<file path="config.mk">
export PLATFORM = sky130hd
export DESIGN_NAME = instruction_fetch
export DESIGN_NICKNAME = d
export VERILOG_FILES = /design/src/rtl/cpu_pkg.sv /design/src/rtl/instruction_fetch.sv
export SDC_FILE = /design/constraint.sdc
export NUM_CORES = 1
export LEC_CHECK = 0
export BUFFER_PORTS_ARGS = -buffer_cell sky130_fd_sc_hd__buf_2
export CORE_UTILIZATION = 50
export CTS_BUF_LIST = sky130_fd_sc_hd__clkbuf_4
export DETAILED_ROUTE_END_ITERATION = 7
export PLACE_DENSITY = 0.78
export SKIP_LAST_GASP = 1
export SLEW_MARGIN = 20
export SYNTH_ARGS = -nofsm -noshare
export SYNTH_HDL_FRONTEND = slang
export SYNTH_SLANG_ARGS = --single-unit
</file>
<file path="constraint.sdc">
create_clock -name clock -period 2.6 [get_ports clock]
set_input_delay 0.39 -clock clock [delete_from_list [all_inputs] [get_ports clock]]
set_output_delay 0.39 -clock clock [all_outputs]
set_load 0.02 [all_outputs]
</file>
<file path="src/rtl/cpu_pkg.sv">
// Shared CPU definitions used by instruction_fetch and controller.
//   ADDR_W / INSTR_W : default instruction address and instruction widths
//   *_MSB / *_LSB    : bit positions of the opcode and function fields in an instruction
//   fetch_state_e    : fetch-stage state encoding
package cpu_pkg;

  localparam int unsigned ADDR_W  = 12;
  localparam int unsigned INSTR_W = 19;

  // Opcode fields.
  localparam int unsigned OP2_MSB = 18;
  localparam int unsigned OP2_LSB = 17;
  localparam int unsigned OP3_MSB = 18;
  localparam int unsigned OP3_LSB = 16;

  // Function fields.
  localparam int unsigned FN3_MSB = 16;
  localparam int unsigned FN3_LSB = 14;
  localparam int unsigned FN2_MSB = 15;
  localparam int unsigned FN2_LSB = 14;

  typedef enum logic [1:0] {
    StIdle,
    StFetch,
    StHold,
    StDrain
  } fetch_state_e;

endpackage

</file>
<file path="src/rtl/instruction_fetch.sv">
// Fetch stage: requests instructions over a req/ack handshake, holds the word in the IR and
// exposes its opcode/function fields to the controller.
//   clock, rst (async, active-low)
//   imem_req/imem_addr/imem_ack/imem_rdata : instruction memory handshake
//   ir_valid/ir_ready                      : IR handshake towards the controller
//   ir, ir_pc                              : instruction register and its address
//   lasttwoBits, lastthreeBits,
//   threeBitFn, twoBitFn                   : field slices of ir
//   redirect/redirect_pc                   : taken branch/jump
//   pc                                     : next address to fetch
module instruction_fetch #(
  parameter int unsigned       ADDR_W   = cpu_pkg::ADDR_W,
  parameter int unsigned       INSTR_W  = cpu_pkg::INSTR_W,
  parameter logic [ADDR_W-1:0] RESET_PC = '0
) (
  input  logic               clock,
  input  logic               rst,
  output logic               imem_req,
  output logic [ADDR_W-1:0]  imem_addr,
  input  logic               imem_ack,
  input  logic [INSTR_W-1:0] imem_rdata,
  output logic               ir_valid,
  input  logic               ir_ready,
  output logic [INSTR_W-1:0] ir,
  output logic [ADDR_W-1:0]  ir_pc,
  output logic [1:0]         lasttwoBits,
  output logic [2:0]         lastthreeBits,
  output logic [2:0]         threeBitFn,
  output logic [1:0]         twoBitFn,
  input  logic               redirect,
  input  logic [ADDR_W-1:0]  redirect_pc,
  output logic [ADDR_W-1:0]  pc
);

  typedef cpu_pkg::fetch_state_e state_e;

  state_e             state_q;
  logic [ADDR_W-1:0]  pc_q;
  logic [ADDR_W-1:0]  req_addr_q;
  logic [INSTR_W-1:0] ir_q;
  logic [ADDR_W-1:0]  ir_pc_q;
  logic               ir_valid_q;

  logic [ADDR_W-1:0]  pc_inc;

  assign pc_inc = pc_q + ADDR_W'(1);

  // In HOLD a request is raised only in the cycle the controller drains the IR, which is what
  // allows one instruction per cycle with a zero-wait memory.
  assign imem_req = (state_q == cpu_pkg::StFetch) || (state_q == cpu_pkg::StDrain) ||
                    ((state_q == cpu_pkg::StHold) && ir_ready && !redirect);

  always_ff @(posedge clock or negedge rst) begin
    if (!rst) begin
      state_q    <= cpu_pkg::StIdle;
      pc_q       <= RESET_PC;
      req_addr_q <= RESET_PC;
      ir_q       <= '0;
      ir_pc_q    <= '0;
      ir_valid_q <= 1'b0;
    end else begin
      case (state_q)
        cpu_pkg::StIdle: begin
          req_addr_q <= pc_q;
          state_q    <= cpu_pkg::StFetch;
        end
        cpu_pkg::StFetch: begin
          if (redirect) begin
            pc_q <= redirect_pc;
            if (imem_ack) begin
              // Data returned for the old path is dropped; restart at the target at once.
              req_addr_q <= redirect_pc;
            end else begin
              // Old request must complete at its original address before the target is sent.
              state_q <= cpu_pkg::StDrain;
            end
          end else if (imem_ack) begin
            ir_q       <= imem_rdata;
            ir_pc_q    <= req_addr_q;
            ir_valid_q <= 1'b1;
            pc_q       <= pc_inc;
            req_addr_q <= pc_inc;
            state_q    <= cpu_pkg::StHold;
          end
        end
        cpu_pkg::StHold: begin
          if (redirect) begin
            ir_valid_q <= 1'b0;
            pc_q       <= redirect_pc;
            req_addr_q <= redirect_pc;
            state_q    <= cpu_pkg::StFetch;
          end else if (ir_ready) begin
            if (imem_ack) begin
              ir_q       <= imem_rdata;
              ir_pc_q    <= req_addr_q;
              pc_q       <= pc_inc;
              req_addr_q <= pc_inc;
            end else begin
              // Request already went out at req_addr_q == pc_q; keep it in FETCH.
              ir_valid_q <= 1'b0;
              state_q    <= cpu_pkg::StFetch;
            end
          end
        end
        cpu_pkg::StDrain: begin
          if (redirect) begin
            pc_q <= redirect_pc;
          end
          if (imem_ack) begin
            req_addr_q <= redirect ? redirect_pc : pc_q;
            state_q    <= cpu_pkg::StFetch;
          end
        end
        default: state_q <= cpu_pkg::StIdle;
      endcase
    end
  end

  assign imem_addr     = req_addr_q;
  assign ir_valid      = ir_valid_q;
  assign ir            = ir_q;
  assign ir_pc         = ir_pc_q;
  assign pc            = pc_q;
  assign lasttwoBits   = ir_q[cpu_pkg::OP2_MSB:cpu_pkg::OP2_LSB];
  assign lastthreeBits = ir_q[cpu_pkg::OP3_MSB:cpu_pkg::OP3_LSB];
  assign threeBitFn    = ir_q[cpu_pkg::FN3_MSB:cpu_pkg::FN3_LSB];
  assign twoBitFn      = ir_q[cpu_pkg::FN2_MSB:cpu_pkg::FN2_LSB];

endmodule
</file>
Word-level counts from Yosys, hierarchy flattened
Cells that the tools add are included.

Latch bits: 0. Bits in read-only memories: 0. Memories: 0. Word-level logic and storage cells: 70. Bits in registers: 58. Output and inout bits: 67. RAM bits: 0. Input bits: 36.

Order comparisons: 0. Divide/modulo/power cells: 0. Add/subtract/negate cells: 1. Shifts and indexed selects: 0. Muxes and demuxes: 37. $mul: 0. Bitwise logic cells: 0. Eq/ne operators: 13. Reductions and logical operators: 13.

Operator list (count): $mux 12 (15); $mux 19 (4); $pmux 12 s4 (1); $pmux 19 s2 (1); $pmux 12 s3 (1); $pmux 12 s2 (1); $ne 3x3->1 const B (5); $mux 2 (7); $add 12x1->12 const B (1); $ne 2x2->1 const B (5); $reduce_and 5->1 (2); $pmux 2 s4 (1); $mux 1 (5); $eq 2x2->1 const B (2); $reduce_and 4->1 (1); $reduce_and 3->1 (1); $reduce_bool 3->1 (1); $eq 2x1->1 const B (1); $logic_and 1x1->1 (2); $logic_not 2->1 (1); $logic_or 1x1->1 (2); $pmux 1 s2 (1); $reduce_and 2->1 (1); $reduce_bool 2->1 (1); $logic_not 1->1 (1).

Longest topological paths before layout
Depth after elaboration: 5. Mapped depth: 9. Mapped depth without buffers: 7.

Least setup slack after synthesis
Ideal clock, no wire load.

Kind: reg2reg. From: reg state_q[0] in the netlist's numbering. To: reg ir_q[0], in the netlist ir[0]. Required time: 2.475 ns. Arrival: 1.776 ns. Slack: 0.699 ns. Stages on the path, launching flop included: 8. Period minus slack after synthesis: 1.901 ns. Path buffers: 2. Setup time: 0.125 ns. Path through: dfrtp_1 > inv_1 > ha_1 > mux2_2 > and3_1 > buf_2 > buf_6 > mux2_4.

Word-level cells in the longest chain between the ends: 3. Elaborated cells on any way between the ends: 8. Those cells by class: eq/ne: 5; mux: 1; reduce/logical: 2.

Ends and longest elaborated chain: start, declared (line instruction_fetch.sv:37) `state_e state_q;`; start signal, assigned (line instruction_fetch.sv:55) `state_q <= cpu_pkg::StIdle;`; start signal, assigned (line instruction_fetch.sv:65) `state_q <= cpu_pkg::StFetch;`; start signal, assigned (line instruction_fetch.sv:75) `state_q <= cpu_pkg::StDrain;`; $eq 2x2->1 or $eq 2x1->1 (tied branches) (line instruction_fetch.sv:62) `case (state_q)`; $ne 2x2->1 (no line) or $reduce_bool 2->1 (tied branches); $reduce_and 4->1 (no line); end signal, assigned (line instruction_fetch.sv:78) `ir_q <= imem_rdata;`; end signal, assigned (line instruction_fetch.sv:94) `ir_q <= imem_rdata;`; end, declared (line instruction_fetch.sv:40) `logic [INSTR_W-1:0] ir_q;`.

Several ways; a longest one is shown, not always the timed one. A chain may end at the register's enable or synchronous reset.

Final worst setup path
From: reg state_q[0] in the netlist's numbering. To: reg ir_pc_q[7], in the netlist ir_pc[7].

Word-level cells in the longest chain between the ends: 3. Elaborated cells on any way between the ends: 8. Those cells by class: eq/ne: 5; mux: 1; reduce/logical: 2.

Ends and longest elaborated chain: $eq 2x2->1 or $eq 2x1->1 (tied branches) (line instruction_fetch.sv:62); $ne 2x2->1 (no line) or $reduce_bool 2->1 (tied branches); $reduce_and 4->1 (no line); end signal, assigned (line instruction_fetch.sv:79) `ir_pc_q <= req_addr_q;`; end signal, assigned (line instruction_fetch.sv:95) `ir_pc_q <= req_addr_q;`; end, declared (line instruction_fetch.sv:41) `logic [ADDR_W-1:0] ir_pc_q;`.

Several ways; a longest one is shown, not always the timed one.

==> reports/metrics.cfg <==
[synthesis]
synth_fp_nets=377
netlist_top_cells_area=sky130_fd_sc_hd__dfrtp_1 41%, sky130_fd_sc_hd__mux2_4 13%, sky130_fd_sc_hd__a21oi_1 4.0%
synth_cells=336
asyncSetResetFlopFracSynth=1.000
synth_top_area_cell=sky130_fd_sc_hd__dfrtp_1
ys_seq_area_frac=0.4122
ys_ff_latch=58
syn_area_um2=3521
syn_avg_cell_area_um2=10.48
synth.lib_cells_used.distinct=61
yosys_most_used_dff=sky130_fd_sc_hd__dfrtp_1
ys_warn_count=0
post-synth-top-area-fraction=0.4122
synth_edf_count=0

[cells_and_area]
mostFrequentLayoutCell=sky130_fd_sc_hd__buf_2
antenna-diode-count=0
layout_common_cells=102 x sky130_fd_sc_hd__buf_2, 58 x sky130_fd_sc_hd__dfrtp_1, 30 x sky130_fd_sc_hd__mux2_4, 28 x sky130_fd_sc_hd__a21oi_1, 21 x sky130_fd_sc_hd__nand2_1
filler_cell_count=570
fraction_of_layout_cells_with_a_size_suffix_above_1=0.4075
design.final.nets=463
postLayoutCoreUtil=0.6177
multi_input_comb_area_um2=1777
area_growth_syn_to_layout_pct=19.19
seqCellArea_um2=1451

[timing]
finalClockSkew_ns=0.02002
layout_min_cycle_time_ns=2.361
rsz_0062_raised_after_global_routing=no
report.final.setup_viol=0
tns_setup_ns=0
fmax_ghz=0.4236
relSlewSlack=0.3465
worstMarginPinSlew_ns=0.9802
slew_violations=0
hold_viol_final=0
final_min_period_over_clock_period=0.9081

[route]
viasPerCell=5.681
number_of_design_rule_violations_left_by_the_first_detailed_router_iteration=188
drt-wirelength-per-cell_um=16.31
antenna_violating_nets_post_route=0
first_pass_iters=6
drt_drc_violations_left=0
wl_um=8531
detailroute.via_count=2971

[placed_design]
detailedPlacementHpwl_um=6005
gp_routability_congestion=0.8750
io_buffer_count=102

[power]
total_leakage_power_nw=1.987
vdd.ir_drop.worst_uv=716.1
power_density_cells_nw_per_um2=1431

[clock_tree]
post_cts.repair.setup_buffers=0
holdBufCountCts=0
h_tree_level_count=3
cts_root_buffer=sky130_fd_sc_hd__clkbuf_4
ctsResizeCount=0
clock_latency_of_the_later_clocked_register_in_the_worst_skew_pair_ns=0.41
clock-sinks=58
clkTransAtPathRegs_ns=0.12
tritoncts=yes
cts_max_path_buffers=2
number_of_clock_buffers_inserted_by_tritoncts=9

[worst_setup_path]
cp_max_fo=31
setup_crit_start_kind=flop
critical_path_arrival_ns=2.64
required_time_of_the_critical_path_ns=2.88
max_stage_delay_ns=0.84
crit_chain=inv_1, ha_1, mux2_2, and3_2, mux2_1
setup.worst_path.end_class=flop
ff2ff_setup_slack_ns=0.24
critPathKind=reg2reg
timing.critical_path.from=state_q[0]$_DFFE_PN0P_
reg2reg_to=ir_pc[7]$_DFFE_PN0P_
crit-reg2reg-launch=state_q[0]$_DFFE_PN0P_
critPathSlowestCell=sky130_fd_sc_hd__and3_2
reg2reg_depth=5

[run_status]
status=completed

[floorplan]
start_util=0.5182
top_level_ports=103
die_h_um=85.92
design.die.area_um2=7381
std_cell_rows=30
die_w_um=85.92
core_area_um2=6794

[global_routing]
antenna_found_initial=0
grt-ovfl-total=0
grt_first_pass_wirelength_um=13550
first_global_vias=2631
globalRouteTotalUtil=0.2383
grt_max_degree=33

[hold_path]
timing.hold.worst.class=in2async

[run]
cap_violations=0

layout make-up:
| class | instances | area share |
|---|---|---|
| well taps | 96 | 0.02862 |
| flip-flops and latches | 58 | 0.3459 |
| multi-input cells | 225 | 0.4234 |
| repair buffers | 112 | 0.1425 |
| inverters | 16 | 0.01431 |
| clock inverters | 6 | 0.02743 |
| clock buffers | 10 | 0.01789 |
critical path, delay by kind of cell (launching register included):
kind	cells	cell delay (ns)
fa+ha+maj	1	0.27
buf+inv	1	0.08
flops	1	0.41
mux	2	0.63
simple gates	1	0.84
logic make-up after synthesis:
group,count (synthesis),synth area share
AOI/OAI and AO/OA,99,0.1841
and+or+nand+nor,74,0.1244
DFF,58,0.4122
buffers and inverters,53,0.08351
muxes,46,0.1756
adders and majority gates,5,0.01777
xor gates and xnor gates,1,0.002488
synthesized netlist by cell type (3+ instances only):
| library cell | number |
|---|---|
| sky130_fd_sc_hd__a211oi_1 | 4 |
| sky130_fd_sc_hd__a21oi_1 | 28 |
| sky130_fd_sc_hd__a22oi_1 | 6 |
| sky130_fd_sc_hd__a31oi_1 | 4 |
| sky130_fd_sc_hd__buf_2 | 10 |
| sky130_fd_sc_hd__buf_4 | 14 |
| sky130_fd_sc_hd__buf_6 | 4 |
| sky130_fd_sc_hd__clkbuf_1 | 7 |
| sky130_fd_sc_hd__dfrtp_1 | 58 |
| sky130_fd_sc_hd__ha_1 | 5 |
| sky130_fd_sc_hd__inv_1 | 14 |
| sky130_fd_sc_hd__mux2_2 | 4 |
| sky130_fd_sc_hd__mux2_4 | 30 |
| sky130_fd_sc_hd__mux2i_1 | 10 |
| sky130_fd_sc_hd__nand2_1 | 21 |
| sky130_fd_sc_hd__nand2b_1 | 6 |
| sky130_fd_sc_hd__nand3_1 | 3 |
| sky130_fd_sc_hd__nor2_1 | 12 |
| sky130_fd_sc_hd__nor2b_1 | 4 |
| sky130_fd_sc_hd__nor3_1 | 6 |
| sky130_fd_sc_hd__nor4_1 | 7 |
| sky130_fd_sc_hd__o21ai_0 | 12 |
| sky130_fd_sc_hd__o21ai_1 | 11 |
| sky130_fd_sc_hd__o22ai_1 | 4 |
| sky130_fd_sc_hd__o31ai_1 | 7 |
| sky130_fd_sc_hd__or2_1 | 3 |
through the flow:
step | hold WS [ns] | power, mW | area [um^2] | setup WS, ns | std cells
2_1_floorplan | 0.09441 | 4.252 | 3521 | 0.6991 | 336
3_3_place_gp | 0.4617 | 5.023 | 4006 | 0.3057 | 507
3_5_place_dp | 0.4714 | 5.124 | 4006 | 0.2548 | 507
4_1_cts | 0.009084 | 6.010 | 4197 | 0.2376 | 523
5_1_grt | 0.03591 | 6.386 | 4197 | 0.1222 | 523
6_report | 0.01500 | 6.004 | 4197 | 0.2390 | 523
flip-flops by register name (all words and copies together) (netlist names):
signal,cells
pc,12
ir,19
ir_valid,1
ir_pc,12
state_q,2
imem_addr,12
worst max-delay path by stage:
stage                                 to  slack [ns]  cells past startpoint
floorplan              ir[0]$_DFFE_PN0P_        0.70                      7
CTS                 ir_pc[7]$_DFFE_PN0P_        0.24                      5
global placement    ir_pc[7]$_DFFE_PN0P_        0.31                      5
detailed placement  ir_pc[7]$_DFFE_PN0P_        0.25                      5
finish              ir_pc[7]$_DFFE_PN0P_        0.24                      5
global route        ir_pc[7]$_DFFE_PN0P_        0.12                      5
routing by layer:
| layer | part of all wire | GRT usage | routed length, um | up-vias |
|---|---|---|---|---|
| met5 | 0 | 0 | 0 | - |
| met4 | 0.015 | 0.08485 | 127 | 0 |
| met3 | 0.080 | 0.05679 | 684 | 14 |
| met2 | 0.46 | 0.3860 | 3957 | 152 |
| met1 | 0.44 | 0.3121 | 3761 | 1413 |
| li1 | - | - | - | 1392 |
where the power goes:
part / total, mW / switching [mW] / internal, mW
clock network: 0.874 / 0.373 / 0.501
registers: 1.85 / 0.502 / 1.35
logic: 3.28 / 1.91 / 1.37
total: 6.00 / 2.78 / 3.22
Power figures use the tool's default switching activity.
